==> src/rtl/nn_pkg.sv <==
// Shared types and fixed-point helpers for the activation stage (activation_unit, hard_sigmoid).
package nn_pkg;

  typedef enum logic [1:0] {
    IDLE,
    RUN,
    DONE
  } state_t;

  // Default element width for the fixed-point vectors passed between layers.
  localparam int ELEM_W = 8;

  function automatic int fx_one(input int frac_bits);
    return 1 << frac_bits;
  endfunction

endpackage

==> src/rtl/hard_sigmoid.sv <==
// Combinational hard sigmoid: y = clamp((x >>> 2) + 0.5, 0, 1.0) in signed fixed point.
module hard_sigmoid
  import nn_pkg::*;
#(
  parameter int resolution = ELEM_W,
  parameter int frac_bits  = 4
) (
  input  logic signed [resolution-1:0] x,
  output logic        [resolution-1:0] y
);

  localparam logic signed [resolution:0] ONE  = (resolution+1)'(fx_one(frac_bits));
  localparam logic signed [resolution:0] HALF = (resolution+1)'(fx_one(frac_bits) >> 1);

  function automatic logic [resolution-1:0] sat_unit(input logic signed [resolution:0] t);
    if (t[resolution]) return '0;
    if (t > ONE) return ONE[resolution-1:0];
    return t[resolution-1:0];
  endfunction

  // One guard bit keeps the shifted-plus-half sum from wrapping.
  logic signed [resolution:0] xe;
  logic signed [resolution:0] t;

  assign xe = {x[resolution-1], x};
  assign t  = (xe >>> 2) + HALF;
  assign y  = sat_unit(t);

endmodule

==> src/rtl/activation_unit.sv <==
// Serial hard-sigmoid stage: captures a vector, evaluates one neuron per clock, hands off on valid/ready.
// Optional argmax tracker over the raw inputs is enabled with `define ACT_ARGMAX_EN.
module activation_unit
  import nn_pkg::*;
#(
  parameter int number_neuron = 30,
  parameter int resolution    = ELEM_W,
  parameter int frac_bits     = 4,
  localparam int IDX_W        = $clog2(number_neuron)
) (
  input  logic                                      clk,
  input  logic                                      reset,
  input  logic                                      in_valid,
  output logic                                      in_ready,
  input  logic signed [resolution*number_neuron-1:0] zed,
  output logic                                      busy,
  output logic                                      out_valid,
  input  logic                                      out_ready,
  output logic        [resolution*number_neuron-1:0] activation
`ifdef ACT_ARGMAX_EN
  ,
  output logic        [IDX_W-1:0]                   argmax_idx
`endif
);

  localparam int               VEC_W = resolution * number_neuron;
  localparam logic [IDX_W-1:0] LAST  = IDX_W'(number_neuron - 1);

  state_t                         state;
  logic   [IDX_W-1:0]             idx;
  logic   [VEC_W-1:0]             zed_p0;
  logic signed [resolution-1:0]   elem_p0;
  logic   [resolution-1:0]        act_p0;
  logic                           accept;

  assign accept  = in_valid && in_ready;
  assign elem_p0 = zed_p0[idx*resolution +: resolution];

  hard_sigmoid #(
    .resolution (resolution),
    .frac_bits  (frac_bits)
  ) u_hard_sigmoid (
    .x (elem_p0),
    .y (act_p0)
  );

  // Stage p0: captured vector feeds the shared sigmoid; result is written back at idx.
  always_ff @(posedge clk) begin
    if (reset) begin
      state      <= IDLE;
      idx        <= '0;
      zed_p0     <= '0;
      activation <= '0;
      in_ready   <= 1'b1;
      out_valid  <= 1'b0;
      busy       <= 1'b0;
    end else begin
      case (state)
        IDLE: begin
          if (accept) begin
            zed_p0   <= zed;
            idx      <= '0;
            state    <= RUN;
            in_ready <= 1'b0;
            busy     <= 1'b1;
          end
        end
        RUN: begin
          activation[idx*resolution +: resolution] <= act_p0;
          if (idx == LAST) begin
            state     <= DONE;
            out_valid <= 1'b1;
          end else begin
            idx <= idx + 1'b1;
          end
        end
        DONE: begin
          if (out_ready) begin
            state     <= IDLE;
            out_valid <= 1'b0;
            in_ready  <= 1'b1;
            busy      <= 1'b0;
          end
        end
        default: state <= IDLE;
      endcase
    end
  end

`ifdef ACT_ARGMAX_EN
  // Raw inputs are compared because saturated activations would tie; strict > keeps the lowest index.
  logic signed [resolution-1:0] max_p0;

  always_ff @(posedge clk) begin
    if (reset) begin
      max_p0     <= '0;
      argmax_idx <= '0;
    end else if (state == RUN && (idx == '0 || elem_p0 > max_p0)) begin
      max_p0     <= elem_p0;
      argmax_idx <= idx;
    end
  end
`endif

endmodule

==> config.mk <==
export PLATFORM = sky130hd
export DESIGN_NAME = activation_unit
export DESIGN_NICKNAME = d
export VERILOG_FILES = /design/src/rtl/nn_pkg.sv /design/src/rtl/hard_sigmoid.sv /design/src/rtl/activation_unit.sv
export SDC_FILE = /design/constraint.sdc
export NUM_CORES = 1
export LEC_CHECK = 0
export ABC_AREA = 1
export BUFFER_PORTS_ARGS = -buffer_cell sky130_fd_sc_hd__buf_2
export CAP_MARGIN = 25
export CELL_PAD_IN_SITES_DETAIL_PLACEMENT = 1
export CELL_PAD_IN_SITES_GLOBAL_PLACEMENT = 2
export CORE_ASPECT_RATIO = 0.6
export CORE_UTILIZATION = 27
export DETAILED_ROUTE_END_ITERATION = 6
export PLACE_DENSITY = 0.84
export SYNTH_ARGS = -nofsm -noshare
export SYNTH_HDL_FRONTEND = slang
export SYNTH_HIERARCHICAL = 1
export SYNTH_SLANG_ARGS = --single-unit
==> constraint.sdc <==
create_clock -name clk -period 3 [get_ports clk]
set_clock_uncertainty 0.15 [all_clocks]
set_input_delay 0.15 -clock clk [delete_from_list [all_inputs] [get_ports clk]]
set_output_delay 0.15 -clock clk [all_outputs]
set_load 0.005 [all_outputs]
Word level (Yosys, flattened, before mapping):

Index checks and enable logic that the tools add are counted.

* register bits after elaboration: 490
* bits of input ports: 244
* output and inout bits: 243
* logic and storage cells: 54

* $add $sub $neg: 3
* $lt $le $gt $ge: 1
* eq/ne operators: 7
* shift operators: 3
* multiplexer cells: 23
* reductions and logical operators: 10

Operators with widths (number)
* 240-bit bitwise mux: 1
* 8-bit by 34-bit variable shift with 240-bit output, first input constant: 1
* 240-bit by 9-bit variable part select with 8-bit output: 1
* 8-bit by 34-bit variable part select with 240-bit output: 1
* 8-bit negator with 34-bit output: 1
* 8-bit two-way mux: 4
* 3-bit AND reduction: 4
* 5-bit two-way mux: 2
* 5-bit case mux with 2 select lines: 1
* 9-bit by 6-bit > comparator with 1-bit output, second input constant: 1
* 1-bit two-way mux: 8
* 2-bit != test, second input constant: 4
* 6-bit by 5-bit adder with 7-bit output, second input constant: 1
* 2-bit two-way mux: 3
* 1-bit case mux with 2 select lines: 3
* 2-bit case mux with 3 select lines: 1
* 2-bit nonzero test: 3
* 5-bit by 1-bit adder with 5-bit output, second input constant: 1
* 5-bit equality test, second input constant: 1
* 2-bit by 1-bit equality test with 1-bit output, second input constant: 1
* 2-bit equality test, second input constant: 1
* 2-bit zero test: 1
* 2-bit AND reduction: 1
* 1-bit logical AND: 1

Depth between registers and ports, before layout:

* depth after elaboration: 9
* depth in mapped cells: 26
* mapped depth without buffers: 24

Modules after synthesis:

The synthesis kept the hierarchy.

By module, submodules not included
* activation_unit: times used 1, cells an instance 2944, area an instance 20569.7 µm², seq. area each 9809.4 µm²
* hard_sigmoid: times used 1, cells an instance 26, area an instance 127.6 µm², seq. area each 0.0 µm²

Least setup slack after synthesis:

OpenSTA, ideal clock, no wires.

* path kind: reg2reg
* start: register idx[0]
* end: register activation[0]
* setup time: 0.128 ns
* data arrival time: 2.879 ns
* data required time: 2.722 ns
* setup slack: -0.156 ns
* stages on the path, launching flop included: 17
* buffers on the path: 5
* period minus slack after synthesis: 3.156 ns
* cell sequence: dfxtp_1 -> buf_2 -> inv_2 -> buf_2 -> clkbuf_1 -> ha_1 -> nand2_4 -> nor2_1 -> ha_1 -> buf_2 -> nor2_1 -> nand2_1 -> nor3_1 -> nand2_1 -> clkbuf_1 -> o21ai_0 -> nor2_1

* longest elaborated chain between the ends: 9
* elaborated cells on any way between the ends: 13
* classes of those cells: add/sub: 2; order compare: 1; shift: 3; mux: 7

RTL lines
* start, declared: line activation_unit.sv:30 `logic [IDX_W-1:0] idx;`
* start signal, assigned: line activation_unit.sv:74 `idx <= idx + 1'b1;`
* 240-bit by 9-bit variable part select with 8-bit output: line activation_unit.sv:37 `assign elem_p0 = zed_p0[idx*resolution +: resolution];`
* 6-bit by 5-bit adder with 7-bit output: line hard_sigmoid.sv:26 `assign t = (xe >>> 2) + HALF;`
* 9-bit by 6-bit > comparator with 1-bit output: line hard_sigmoid.sv:17 `if (t > ONE) return ONE[resolution-1:0];`
* 1-bit two-way mux (2 in series): line hard_sigmoid.sv:17
* 8-bit two-way mux: line hard_sigmoid.sv:18 `return t[resolution-1:0];`
* 8-bit two-way mux: line hard_sigmoid.sv:17
* 8-bit by 34-bit variable part select with 240-bit output: line activation_unit.sv:69 `activation[idx*resolution +: resolution] <= act_p0;`
* 240-bit bitwise mux (*): line activation_unit.sv:69
* end signal, assigned by index: line activation_unit.sv:69
* end, declared: line activation_unit.sv:19 `output logic [resolution*number_neuron-1:0] activation`

Every way passes the cells marked *; elsewhere a longest branch is shown, timed or not. The select of a mux whose other input is x is not followed.
A chain may end at the register's enable or synchronous reset.

Final worst setup path:

* start: register idx[0]
* end: register activation[130]

* longest elaborated chain between the ends: 9
* elaborated cells on any way between the ends: 13
* classes of those cells: add/sub: 2; order compare: 1; shift: 3; mux: 7

RTL lines
* 240-bit by 9-bit variable part select with 8-bit output (*): line activation_unit.sv:37
* named net elem_p0[5]: line activation_unit.sv:32 `logic signed [resolution-1:0] elem_p0;`
* 6-bit by 5-bit adder with 7-bit output (*): line hard_sigmoid.sv:26
* 9-bit by 6-bit > comparator with 1-bit output: line hard_sigmoid.sv:17
* 1-bit two-way mux (2 in series): line hard_sigmoid.sv:17
* 8-bit two-way mux: line hard_sigmoid.sv:18
* 8-bit two-way mux (*): line hard_sigmoid.sv:17
* named net act_p0[2]: line activation_unit.sv:33 `logic [resolution-1:0] act_p0;`
* 8-bit by 34-bit variable part select with 240-bit output (*): line activation_unit.sv:69
* 240-bit bitwise mux (*): line activation_unit.sv:69

The timed path passes the listed nets; every way through them passes the cells marked *. The select of a mux whose other input is x is not followed.

==> impl_metrics.toml <==
[status]
status = "finished, violations left"
violations = "setup timing"

[hold_path]
holdPathStages = 5
hp-start = "in_valid"
hold_end = "in_ready"
worst_hold_path_type = "input pin to flip-flop"

[critical_path]
r2r_slack_ns = -0.34
r2r_end = "activation[130]"
cp_common_cell = "nand2_1"
path_depth = 24
r2r_cells = 24
crit_fanout = 17
max_stage_delay_ns = 0.45
slowest_stage = "dfxtp_4"
cp_top_family = "simple AND/OR/NAND/NOR gates"
crit_chain = "buf_12 > nor2_1 > nor2_1 > o21ai_4 > o21ai_2 > nand2_1 > nand2_1 > nand2_2 > nand2_1 > inv_1 > nand2_2 > buf_4 > buf_4 > nand2_1 > nand2_2 > buf_4 > nand2_4 > nor2_4 > inv_2 > nor2_4 > buf_6 > nand3_1 > nand3b_1 > a21oi_1"
worstSetupPathType = "flip-flop to flip-flop"
end_kind = "flip-flop"
setup.worst_path.start_class = "flip-flop"
critPathBufInv = 7
arrival_ns = 3.70
r2r_start = "idx[0]"
worstPathRequired_ns = 3.36

[synth]
ys_warn_count = 6
synthCells = 2619
syn_avg_cell_area_sq_um = 6.96
synth_area_sq_um = 18200

[sta]
layout_setup_ws_ns = -0.336
max-slew-margin-rel_pct = 32.5
worstMarginPinSlew_ns = 1.01
period_share_pct = 111
period_needed_ns = 3.34
setup_viol = 148
max_freq_mhz = 300
rsz0062_at_grt = "yes"
hold_violations = 0
drv_slew = 0
whs_ns = 0.172

[power]
power.total_uw = 16300
p_leak_uw = 0.0122
power.density_nw_per_um2 = 600
vdd_ir_drop_max_v = 0.000402

[routing]
drc = 0
viasPerCell = 4.90
initialDrtViolationCount = 1207
routedWlPerCell_um = 19.7
vias = 20700
drt_first_pass_iters = 5
antenna_left = 0
wirelength_mm = 83.2

[place]
hpwl_mm = 56.5
gp_congestion = 0.863
dp_slack_ns = -0.754
port_buffers = 426
place_inst = 3907

[global_route]
gr-max-usage-layer = "met2"
grtUsageMet1_pct = 33.0
grt_pass1_wl_mm = 125
antenna_found_initial = 4
grt_util_met2_pct = 36.4
met3_usage_pct = 4.52
grt_max_degree = 190
overflow = 0
grt_pass1_vias = 21300
grt_usage_pct = 23.5

[cells_and_area]
final_cell_count_no_fill = 4224
fin_nets = 3537
drive_gt1_share_pct = 28.6
area_delta_synth_final_pct = 49.1

[floorplanning]
fp.dieArea_sq_um = 68600
ioPinCount = 487
floorplan.initialDensity_pct = 27.4
core_sq_um = 66500
die_h_um = 203
rows = 73
dieWidth_um = 337

[clocking]
insertion_delay_ns = 0.60
clkTransAtPathRegs_ns = 0.07
cts_tree = "yes"
clk_path_buf_depth = 3
cts_root_buf = "clkbuf_16"
cts_sinks = 430
numCtsBuffers = 47
htree_num_levels = 2

[flow_run]
max_cap_violations = 0
worst max-delay path by stage:
stage,to,startpoint
after detailed placement,activation[123],idx[1]
final,activation[130],idx[0]
after global routing,activation[161],idx[0]
after CTS,activation[114],idx[0]
after floorplan,activation[120],idx[0]
after global placement,activation[123],idx[0]
sequential cells by signal, indices dropped and copies added, names as in the netlist:
register,count
activation,240
busy,1
idx,5
in_ready,1
out_valid,1
state,2
zed_p0,180
worst register-to-register path, delay by kind of cell, from the launching register on:
family / cells / cell delay (ns)
buf+inv: 7 / 0.78
flops: 1 / 0.45
simple gates: 14 / 1.57
compound gates: 3 / 0.29
area by class of cell:
type,count,area [sq um]
fillers,8235,39300
multi-input cells,1873,9250
flip-flops and latches,430,8620
repair buffers,819,6150
clock buffers,62,1300
well taps,900,1130
inverters,115,470
clock inverters,23,268
diodes,2,5.00
placed cells by master, fill, tap and decap left out, types with 16 or more instances in the layout:
master / instances
nor2_1: 752
dfxtp_1: 428
buf_2: 427
o21ai_0: 383
nand2_1: 251
dlygate4sd3_1: 196
buf_4: 131
a21oi_1: 107
inv_1: 85
nand3_1: 53
clkbuf_16: 49
nor2_2: 44
nor2_4: 44
a21oi_2: 38
o21ai_1: 34
buf_6: 32
nand2_2: 29
o211ai_1: 27
buf_12: 22
inv_2: 21
nor3_1: 16
per-stage QoR:
stage	cell area (sq um)	TNS, ns	utilization [%]
floorplan	18300	0	-
global placement	22100	-47.55	33.3
detailed placement	22100	-61.42	33.3
CTS	26700	-17.68	40.1
global route	27200	-53.31	40.9
finish	27200	-30.01	40.9
repair_timing:
action / in CTS / in global routing
pin swaps: 108 / 57
gates resized for setup: 248 / 92
setup endpoints to repair: 154 / 199
gates cloned: 6 / 3
hold buffers: 196 / 0
buffers inserted: 9 / 16
hold endpoints to repair: 224 / 0
power breakdown:
part	leakage [uW]	internal [uW]	switching, uW
clock network	0.000771	3430	2620
registers	0.00350	6060	244
logic	0.00790	1510	2450
total	0.0122	11000	5310
per-layer routing:
layer / vias up / share of wire, %
met3: 128 / 5.9
met1: 10200 / 48
li1: 9780 / -
met2: 552 / 44
met5: - / 0
met4: 0 / 2.4
Note: power is estimated with default switching activity, not from simulation.
